**src/rtl/vga_timing_pkg.sv**
```systemverilog
// VGA 640x480 timing constants and the sync-recovery lock states.
// The sync decoder and the recovery block both use these definitions.
package vga_timing_pkg;

    localparam int unsigned HD = 640;
    localparam int unsigned HF = 16;
    localparam int unsigned HB = 48;
    localparam int unsigned HR = 96;
    localparam int unsigned VD = 480;
    localparam int unsigned VF = 10;
    localparam int unsigned VB = 33;
    localparam int unsigned VR = 2;

    localparam int unsigned HTOTAL = HD + HF + HB + HR;
    localparam int unsigned VTOTAL = VD + VF + VB + VR;

    localparam int unsigned LOCK_FRAMES = 2;

    typedef enum logic [1:0] {
        SEARCH = 2'd0,
        ACQ    = 2'd1,
        LOCKED = 2'd2
    } sync_state_t;

endpackage

```
**src/rtl/sync_edge_det.sv**
```systemverilog
// Registers an active-low sync and flags its falling edge.
// Both stages reset high, so leaving reset never produces a false edge.
module sync_edge_det (
    input  logic clk,
    input  logic rst_n,
    input  logic sync,
    output logic fall
);

    logic cur;
    logic prev;

    always_ff @(posedge clk or negedge rst_n) begin
        if (!rst_n) begin
            cur  <= 1'b1;
            prev <= 1'b1;
        end else begin
            cur  <= sync;
            prev <= cur;
        end
    end

    assign fall = prev & ~cur;

endmodule

```
**src/rtl/vga_sync_recover.sv**
```systemverilog
// Rebuilds pixel coordinates from incoming active-low VGA syncs and
// tracks whether the line and frame timing is trustworthy.
module vga_sync_recover #(
    parameter int unsigned HD          = vga_timing_pkg::HD,
    parameter int unsigned HF          = vga_timing_pkg::HF,
    parameter int unsigned HB          = vga_timing_pkg::HB,
    parameter int unsigned HR          = vga_timing_pkg::HR,
    parameter int unsigned VD          = vga_timing_pkg::VD,
    parameter int unsigned VF          = vga_timing_pkg::VF,
    parameter int unsigned VB          = vga_timing_pkg::VB,
    parameter int unsigned VR          = vga_timing_pkg::VR,
    parameter int unsigned LOCK_FRAMES = vga_timing_pkg::LOCK_FRAMES
) (
    input  logic       clk,
    input  logic       rst_n,
    input  logic       h_sync,
    input  logic       v_sync,
    output logic [9:0] h_count,
    output logic [9:0] v_count,
    output logic       video_on,
    output logic       frame_start,
    output logic       locked,
    output logic       sync_err
);

    import vga_timing_pkg::sync_state_t;
    import vga_timing_pkg::SEARCH;
    import vga_timing_pkg::ACQ;
    import vga_timing_pkg::LOCKED;

    localparam int unsigned HTOTAL = HD + HF + HB + HR;
    localparam int unsigned VTOTAL = VD + VF + VB + VR;

    localparam logic [9:0]  H_DISP  = 10'(HD);
    localparam logic [9:0]  V_DISP  = 10'(VD);
    localparam logic [9:0]  H_LOAD  = 10'(HD + HF);
    localparam logic [9:0]  V_LOAD  = 10'(VD + VF);
    localparam logic [9:0]  H_LAST  = 10'(HTOTAL - 1);
    localparam logic [9:0]  V_LAST  = 10'(VTOTAL - 1);
    localparam logic [10:0] LP_GOOD = 11'(HTOTAL - 1);
    localparam logic [10:0] LP_SAT  = 11'(2 * HTOTAL);
    localparam logic [9:0]  LC_GOOD = 10'(VTOTAL);
    localparam logic [1:0]  GF_LOCK = 2'(LOCK_FRAMES);

    logic        h_fall, v_fall;
    logic [9:0]  h_next, v_next;
    logic [10:0] lp, lp_next;
    logic [9:0]  lc, lc_inc, lc_next;
    logic        bad_seen, bad_acc, bad_next;
    logic        timeout, line_bad, frame_good;
    sync_state_t state, state_next;
    logic [1:0]  gf, gf_next;
    logic        err_next;
    logic        lock_next;

    sync_edge_det u_h_edge (
        .clk   (clk),
        .rst_n (rst_n),
        .sync  (h_sync),
        .fall  (h_fall)
    );

    sync_edge_det u_v_edge (
        .clk   (clk),
        .rst_n (rst_n),
        .sync  (v_sync),
        .fall  (v_fall)
    );

    always_comb begin
        h_next = (h_count == H_LAST) ? '0 : h_count + 10'd1;
        if (h_fall) h_next = H_LOAD;

        v_next = v_count;
        if (!h_fall && h_count == H_LAST) v_next = (v_count == V_LAST) ? '0 : v_count + 10'd1;
        if (v_fall) v_next = V_LOAD;

        lp_next = (lp == LP_SAT) ? lp : lp + 11'd1;
        if (h_fall) lp_next = '0;
        timeout  = (lp == LP_SAT);
        line_bad = (h_fall && lp != LP_GOOD) || timeout;

        // A line ending together with v_fall still belongs to the closing frame.
        lc_inc     = (h_fall && lc != '1) ? lc + 10'd1 : lc;
        bad_acc    = bad_seen | line_bad;
        frame_good = (lc_inc == LC_GOOD) && !bad_acc;
        lc_next    = v_fall ? '0 : lc_inc;
        bad_next   = v_fall ? 1'b0 : bad_acc;
    end

    always_comb begin
        state_next = state;
        gf_next    = gf;
        err_next   = 1'b0;
        case (state)
            SEARCH: begin
                if (v_fall) begin
                    state_next = ACQ;
                    gf_next    = '0;
                end
            end
            ACQ: begin
                if (timeout) begin
                    state_next = SEARCH;
                    gf_next    = '0;
                end else if (line_bad || (v_fall && !frame_good)) begin
                    gf_next = '0;
                end else if (v_fall) begin
                    gf_next = gf + 2'd1;
                    if (gf_next >= GF_LOCK) state_next = LOCKED;
                end
            end
            LOCKED: begin
                if (line_bad || (v_fall && !frame_good)) begin
                    state_next = SEARCH;
                    err_next   = 1'b1;
                end
            end
            default: state_next = SEARCH;
        endcase
        lock_next = (state_next == LOCKED);
    end

    always_ff @(posedge clk or negedge rst_n) begin
        if (!rst_n) begin
            h_count     <= '0;
            v_count     <= '0;
            lp          <= '0;
            lc          <= '0;
            bad_seen    <= 1'b0;
            state       <= SEARCH;
            gf          <= '0;
            locked      <= 1'b0;
            sync_err    <= 1'b0;
            video_on    <= 1'b0;
            frame_start <= 1'b0;
        end else begin
            h_count     <= h_next;
            v_count     <= v_next;
            lp          <= lp_next;
            lc          <= lc_next;
            bad_seen    <= bad_next;
            state       <= state_next;
            gf          <= gf_next;
            locked      <= lock_next;
            sync_err    <= err_next;
            video_on    <= lock_next && (h_next < H_DISP) && (v_next < V_DISP);
            frame_start <= lock_next && (h_next == '0) && (v_next == '0);
        end
    end

endmodule
```
**config.mk**
```make
export PLATFORM = sky130hd
export DESIGN_NAME = vga_sync_recover
export DESIGN_NICKNAME = d
export VERILOG_FILES = /design/src/rtl/vga_timing_pkg.sv /design/src/rtl/sync_edge_det.sv /design/src/rtl/vga_sync_recover.sv
export SDC_FILE = /design/constraint.sdc
export NUM_CORES = 1
export LEC_CHECK = 0
export CAP_MARGIN = 20
export CORE_MARGIN = 1
export CORE_UTILIZATION = 41
export DETAILED_ROUTE_END_ITERATION = 10
export PLACE_DENSITY = 0.68
export SYNTH_ARGS = -nofsm -noshare
export SYNTH_HDL_FRONTEND = slang
export SYNTH_SLANG_ARGS = --single-unit
```
**constraint.sdc**
```tcl
create_clock -name clk -period 2.75 [get_ports clk]
set_input_delay 0.825 -clock clk [delete_from_list [all_inputs] [get_ports clk]]
set_output_delay 0.825 -clock clk [all_outputs]
set_load 0.1 [all_outputs]
```
# Word level (Yosys, flattened, before mapping)
# Cells that the tools add are included.
dict set report totals {
  ff_bits 54
  output_inout_bits 24
}
dict set report classes {
  n_addsub 5
  n_lt_le_gt_ge 3
  eq_ne 12
  muxes 24
  n_bitwise 5
  reduce_logical 19
}
# op count
set ops {}
lappend ops {{$mux 10} 7}
lappend ops {{$add 10x1->10 const B} 3}
lappend ops {{$eq 10x10->1 const B} 3}
lappend ops {{$mux 11} 2}
lappend ops {{$logic_not 10->1} 2}
lappend ops {{$mux 2} 10}
lappend ops {{$add 11x1->11 const B} 1}
lappend ops {{$eq 11x11->1 const B} 1}
lappend ops {{$ne 11x10->1 const B} 1}
lappend ops {{$lt 10x10->1 const B} 1}
lappend ops {{$lt 10x9->1 const B} 1}
lappend ops {{$ne 10x10->1 const B} 1}
lappend ops {{$logic_and 1x1->1} 9}
lappend ops {{$pmux 2 s3} 1}
lappend ops {{$eq 2x2->1 const B} 2}
lappend ops {{$ne 2x2->1 const B} 2}
lappend ops {{$ne 4x4->1 const B} 1}
lappend ops {{$pmux 2 s2} 1}
lappend ops {{$logic_not 1->1} 3}
lappend ops {{$mux 1} 3}
lappend ops {{$reduce_and 3->1} 1}
lappend ops {{$add 2x1->2 const B} 1}
lappend ops {{$and 1x1->1} 2}
lappend ops {{$eq 2x1->1 const B} 1}
lappend ops {{6 further kinds} 8}

# Logic depth before layout (Yosys ltp)
dict set report depth {
  ltp_word 16
  depth_mapped 9
}

# By module
# From an unflattened synthesis, not the netlist that was laid out.
dict set report hier_totals {
  cells_unflattened 338
  hier_area_um2 3095.5
}
# module instances cells_per_inst area_each_um2 seq_area_each_um2
set modules_own_cells {}
lappend modules_own_cells {vga_sync_recover 1 332 2962.8 1251.2}
lappend modules_own_cells {sync_edge_det 2 3 66.3 52.6}

# Least setup slack after synthesis
# OpenSTA, ideal clock, no wires.
dict set report synth_path {
  path_kind {register -> register}
  startpoint {register h_count[1]}
  endpoint {register video_on}
  setup_ns 0.111
  t_arrival_ns 3.026
  t_required_ns 2.639
  slack_ns -0.388
  stages_incl_launch_ff 10
  synth_period_minus_slack_ns 3.138
  path_cell_list {dfrtp_1 -> ha_1 -> and4_1 -> and3_1 -> buf_2 -> and4_1 -> a21boi_0 -> or3_1 -> and4_1 -> a2111oi_2}
}
dict set report synth_via {
  elab_chain_len 6
}
# element line_no
set synth_lines {}
lappend synth_lines {{start: declaration} vga_sync_recover.sv:18} ;# output logic [9:0] h_count,
lappend synth_lines {{start signal: assignment} vga_sync_recover.sv:138} ;# h_count <= h_next;
lappend synth_lines {{$eq 10x10->1} vga_sync_recover.sv:75} ;# if (!h_fall && h_count == H_LAST) v_next = (v_count == V_LAST) ? '0 : v_count + 10'd1;
lappend synth_lines {{$logic_and 1x1->1} vga_sync_recover.sv:75}
lappend synth_lines {{$mux 10} vga_sync_recover.sv:75}
lappend synth_lines {{$mux 10} vga_sync_recover.sv:76} ;# if (v_fall) v_next = V_LOAD;
lappend synth_lines {{named net v_next[7]} vga_sync_recover.sv:46} ;# logic [9:0] h_next, v_next;
lappend synth_lines {{$lt 10x9->1} vga_sync_recover.sv:147} ;# video_on <= lock_next && (h_next < H_DISP) && (v_next < V_DISP);
lappend synth_lines {{$logic_and 1x1->1} vga_sync_recover.sv:147}
lappend synth_lines {{end signal: assignment} vga_sync_recover.sv:147}
lappend synth_lines {{end: declaration} vga_sync_recover.sv:20} ;# output logic video_on,
# The timed path passes the listed nets, and every way through them passes these cells.
# A chain may end at the register's enable or synchronous reset.

# Worst setup path after layout
dict set report layout_path {
  startpoint {register lc[1]}
  endpoint {register frame_start}
}
dict set report layout_via {
  elab_chain_len 14
}
# element line_no
set layout_lines {}
lappend layout_lines {{start: declaration} vga_sync_recover.sv:48} ;# logic [9:0] lc, lc_inc, lc_next;
lappend layout_lines {{start signal: assignment} vga_sync_recover.sv:141} ;# lc <= lc_next;
lappend layout_lines {{parallel branches: the longest is 2 deep, another holds $add 10x1->10} -}
lappend layout_lines {{$mux 10 *} vga_sync_recover.sv:84} ;# lc_inc = (h_fall && lc != '1) ? lc + 10'd1 : lc;
lappend layout_lines {{$eq 10x10->1 *} vga_sync_recover.sv:86} ;# frame_good = (lc_inc == LC_GOOD) && !bad_acc;
lappend layout_lines {{$logic_and 1x1->1 *} vga_sync_recover.sv:86}
lappend layout_lines {{$logic_not 1->1 *} {vga_sync_recover.sv:106, vga_sync_recover.sv:114}}
lappend layout_lines {{$logic_and 1x1->1 *} {vga_sync_recover.sv:106, vga_sync_recover.sv:114}}
lappend layout_lines {{$logic_or 1x1->1 *} {vga_sync_recover.sv:106, vga_sync_recover.sv:114}}
lappend layout_lines {{$mux 2} vga_sync_recover.sv:106} ;# end else if (line_bad || (v_fall && !frame_good)) begin
lappend layout_lines {{$mux 2} vga_sync_recover.sv:103} ;# if (timeout) begin
lappend layout_lines {{$pmux 2 s3 *} vga_sync_recover.sv:95} ;# case (state)
lappend layout_lines {{$eq 2x2->1 *} vga_sync_recover.sv:121} ;# lock_next = (state_next == LOCKED);
lappend layout_lines {{$logic_and 1x1->1 * (2 in a row)} vga_sync_recover.sv:148} ;# frame_start <= lock_next && (h_next == '0) && (v_next == '0);
lappend layout_lines {{end signal: assignment} vga_sync_recover.sv:148}
lappend layout_lines {{end: declaration} vga_sync_recover.sv:21} ;# output logic frame_start,
# Every way passes the cells marked *.

==> results.json <==
{
  "outcome": "completed",
  "antenna_violations_before_repair": 0,
  "critical-path-max-stage-delay_ns": 0.54,
  "cellPowerDensity_nw_per_um2": 554,
  "ys_seq_elements": 54,
  "flow.area_growth_from_synthesis_pct": 17.0,
  "core-area_um2": 6910,
  "top_level_ports": 28,
  "final_period_utilization": 0.957,
  "clock_latency_ns": 0.31,
  "postLayoutCoreUtil": 0.506,
  "ys.warnings.count": 0,
  "placement.setup.worst_slack_ns": 0.109,
  "critical_path_arrival_ns": 2.85,
  "die_area_um2": 7620,
  "drive_gt1_frac": 0.246,
  "netlist.area_leader.share": 0.419,
  "synth_largest_area_cell": "sky130_fd_sc_hd__dfrtp_1",
  "synth_area_per_cell_um2": 9.69,
  "drc": 0,
  "crit_chain": "ha_1 > nand2_2 > o31a_1 > mux2i_2 > nand4_1 > or4_4 > a2bb2oi_2 > nor4_2",
  "fin_crit_ns": 2.63,
  "multiInputGateArea_um2": 1550,
  "grt_first_pass_wirelength_mm": 10.8,
  "fin_setup_tns_ns": 0,
  "hold_class": "register to register",
  "deepest_clock_path_buffer_count": 2,
  "clkTransAtPathRegs_ns": 0.10,
  "synth_enable_flop_cells": 0,
  "place_congestion": 0.839,
  "seqCellArea_um2": 1370,
  "grt_max_degree": 33,
  "final_net_count": 351,
  "finClkSkew_ns": 0.00385,
  "fill_cells": 664,
  "vias": 2384,
  "syn_area_um2": 2980,
  "cts_sinks": 54,
  "hold_violations": 0,
  "end_kind": "register",
  "static-leakage-power_nw": 1.49,
  "totalWireLength_mm": 6.40,
  "stdcell_area_um2": 3490,
  "synth.most_common_cell": "sky130_fd_sc_hd__dfrtp_1",
  "critical_path_required_ns": 2.97,
  "initialDrtViolationCount": 45,
  "slew-limit-headroom": 0.633,
  "detail_route.vias_per_cell": 5.44,
  "path_max_fanout": 6,
  "cp_slowest_cell": "sky130_fd_sc_hd__or4_4",
  "antenna_cells_inserted": 0,
  "timing_max_transition_violations_final": 0,
  "globalRouteOverflowTotal": 0,
  "post_synth_main_area_contributors": "sky130_fd_sc_hd__dfrtp_1 42%, sky130_fd_sc_hd__nor2_1 4.4%, sky130_fd_sc_hd__xor2_1 4.1%",
  "cts_tree": "yes",
  "total_power_mw": 1.93,
  "worst-slew-pin-transition_ns": 0.550,
  "first_global_vias": 2306,
  "drv.max_cap_violation_count": 0,
  "cts.htree.levels": 2,
  "start_kind": "register",
  "syn_nets": 318,
  "numPortBuffers": 27,
  "ctsHoldBuffers": 0,
  "tritoncts.num_buffers": 5,
  "dieWidth_um": 87.3,
  "final_antenna_net_count": 0,
  "peakVddDrop_mv": 0.280,
  "cell_count_after_synthesis": 308,
  "rows": 30,
  "clock_tree.root_cell": "sky130_fd_sc_hd__clkbuf_8",
  "detailed_place_hpwl_mm": 4.62,
  "initial_utilization": 0.432,
  "die-height_um": 87.3,
  "first_pass_iters": 4,
  "clock.fmax_ghz": 0.380,
  "setup_ws_ns": 0.118,
  "synth-seq-area-share": 0.455,
  "dpl_cell_area_um2": 3340,
  "track_usage": 0.182,
  "critical_path_class": "register to register",
  "synthFlopType": "sky130_fd_sc_hd__dfrtp_1",
  "setup_viol": 0,
  "async_set_reset_flop_share_out_of_synthesis": 1.00,
  "synth_common_cells": "50 x sky130_fd_sc_hd__dfrtp_1, 35 x sky130_fd_sc_hd__nor2_1, 26 x sky130_fd_sc_hd__nand2_1",
  "synth_cell_type_count": 68,
  "detail_route.wl_per_cell_um": 14.6
}
==> area by class of cell <==
type                            instances  share of cell area
Clock inverter                          1             0.00860
Inverter                               10              0.0107
Timing Repair Buffer                   37              0.0838
Sequential cell                        54               0.393
Clock buffer                            7              0.0247
Tap cell                               96              0.0344
Multi-Input combinational cell        233               0.445
==> metrics by stage <==
stage               hold slack [ns]  instances
finish                        0.377        438
global route                  0.387        438
CTS                           0.383        437
detailed placement            0.361        429
global placement              0.360        429
floorplan                     0.356        308
==> layout by cell type (no fill, tap or decap), types with 3 or more instances in the layout <==
master                      n
sky130_fd_sc_hd__or3_1      3
sky130_fd_sc_hd__dfrtp_2    6
sky130_fd_sc_hd__a31oi_1    4
sky130_fd_sc_hd__nand2b_1   3
sky130_fd_sc_hd__ha_1       5
sky130_fd_sc_hd__clkbuf_8   6
sky130_fd_sc_hd__xor2_1    14
sky130_fd_sc_hd__dfrtp_1   42
sky130_fd_sc_hd__nand4_1   13
sky130_fd_sc_hd__nand3_1   13
sky130_fd_sc_hd__nor3_1     6
sky130_fd_sc_hd__dfstp_2    4
sky130_fd_sc_hd__nor2_1    35
sky130_fd_sc_hd__inv_1     10
sky130_fd_sc_hd__and4_1     4
sky130_fd_sc_hd__o21ai_0   10
sky130_fd_sc_hd__buf_4     33
sky130_fd_sc_hd__and3_1     6
sky130_fd_sc_hd__xnor2_1   12
sky130_fd_sc_hd__nand2_1   25
sky130_fd_sc_hd__o21bai_1   3
sky130_fd_sc_hd__a21oi_1   14
==> worst max-delay path, delay by kind of cell (launching register included) <==
kind / cells / cell delay [ns]
adders and majority gates: 1 / 0.25
and+or+nand+nor: 4 / 1.11
DFF: 1 / 0.41
muxes: 1 / 0.24
AOI/OAI and AO/OA: 2 / 0.54
==> state kept, by name, summed over array words and instances, names as in the netlist, 2 cells and up <==
signal	flops
lp	11
lc	10
v_count	10
h_count	10
state	2
gf	2
==> path summary, 6_finish.rpt <==
path / startpoint / endpoint / slack [ns] / cells after the start
worst max-delay path: lc[1]$_DFF_PN0_ / frame_start$_DFF_PN0_ / 0.12 / 8
worst min-delay path: u_v_edge.cur$_DFF_PN1_ / u_v_edge.prev$_DFF_PN1_ / 0.38 / 0
worst max register to register: lc[1]$_DFF_PN0_ / frame_start$_DFF_PN0_ / 0.12 / 8
worst min register to register: u_v_edge.cur$_DFF_PN1_ / u_v_edge.prev$_DFF_PN1_ / 0.38 / 0
max in group asynchronous: rst_n / h_count[5]$_DFF_PN0_ / 1.69 / 2
min in group asynchronous: rst_n / lc[7]$_DFF_PN0_ / 0.49 / 1
==> power breakdown <==
group          leakage [nW]  switching, mW  total, mW  internal, mW
clock                0.0585          0.263      0.561         0.297
combinational         0.766          0.298      0.438         0.140
sequential            0.666         0.0754      0.934         0.859
==> metal layers <==
metal	wire length (um)	global-route usage	vias to the layer above
met5	0	0	-
met4	78	0.0551	0
met3	181	0.0284	5
met2	3040	0.292	35
met1	3100	0.255	1162
li1	-	-	1182
==> logic make-up (layout without fill, tap and decap cells) <==
| kind of cell | after synthesis | after routing | share of synthesized area |
|---|---|---|---|
| AOI/OAI and AO/OA | 54 | 54 | 0.125 |
| muxes | 2 | 2 | 0.00713 |
| buffers and inverters | 21 | 55 | 0.0361 |
| DFF | 54 | 54 | 0.455 |
| and+or+nand+nor | 145 | 145 | 0.276 |
| adders and majority gates | 6 | 6 | 0.0252 |
| xor gates and xnor gates | 26 | 26 | 0.0763 |
==> timing repair <==
action                     CTS  global route
buffers inserted             0             1
setup endpoints to repair    0             2
resized for setup            0             8
Power figures use the tool's default switching activity.
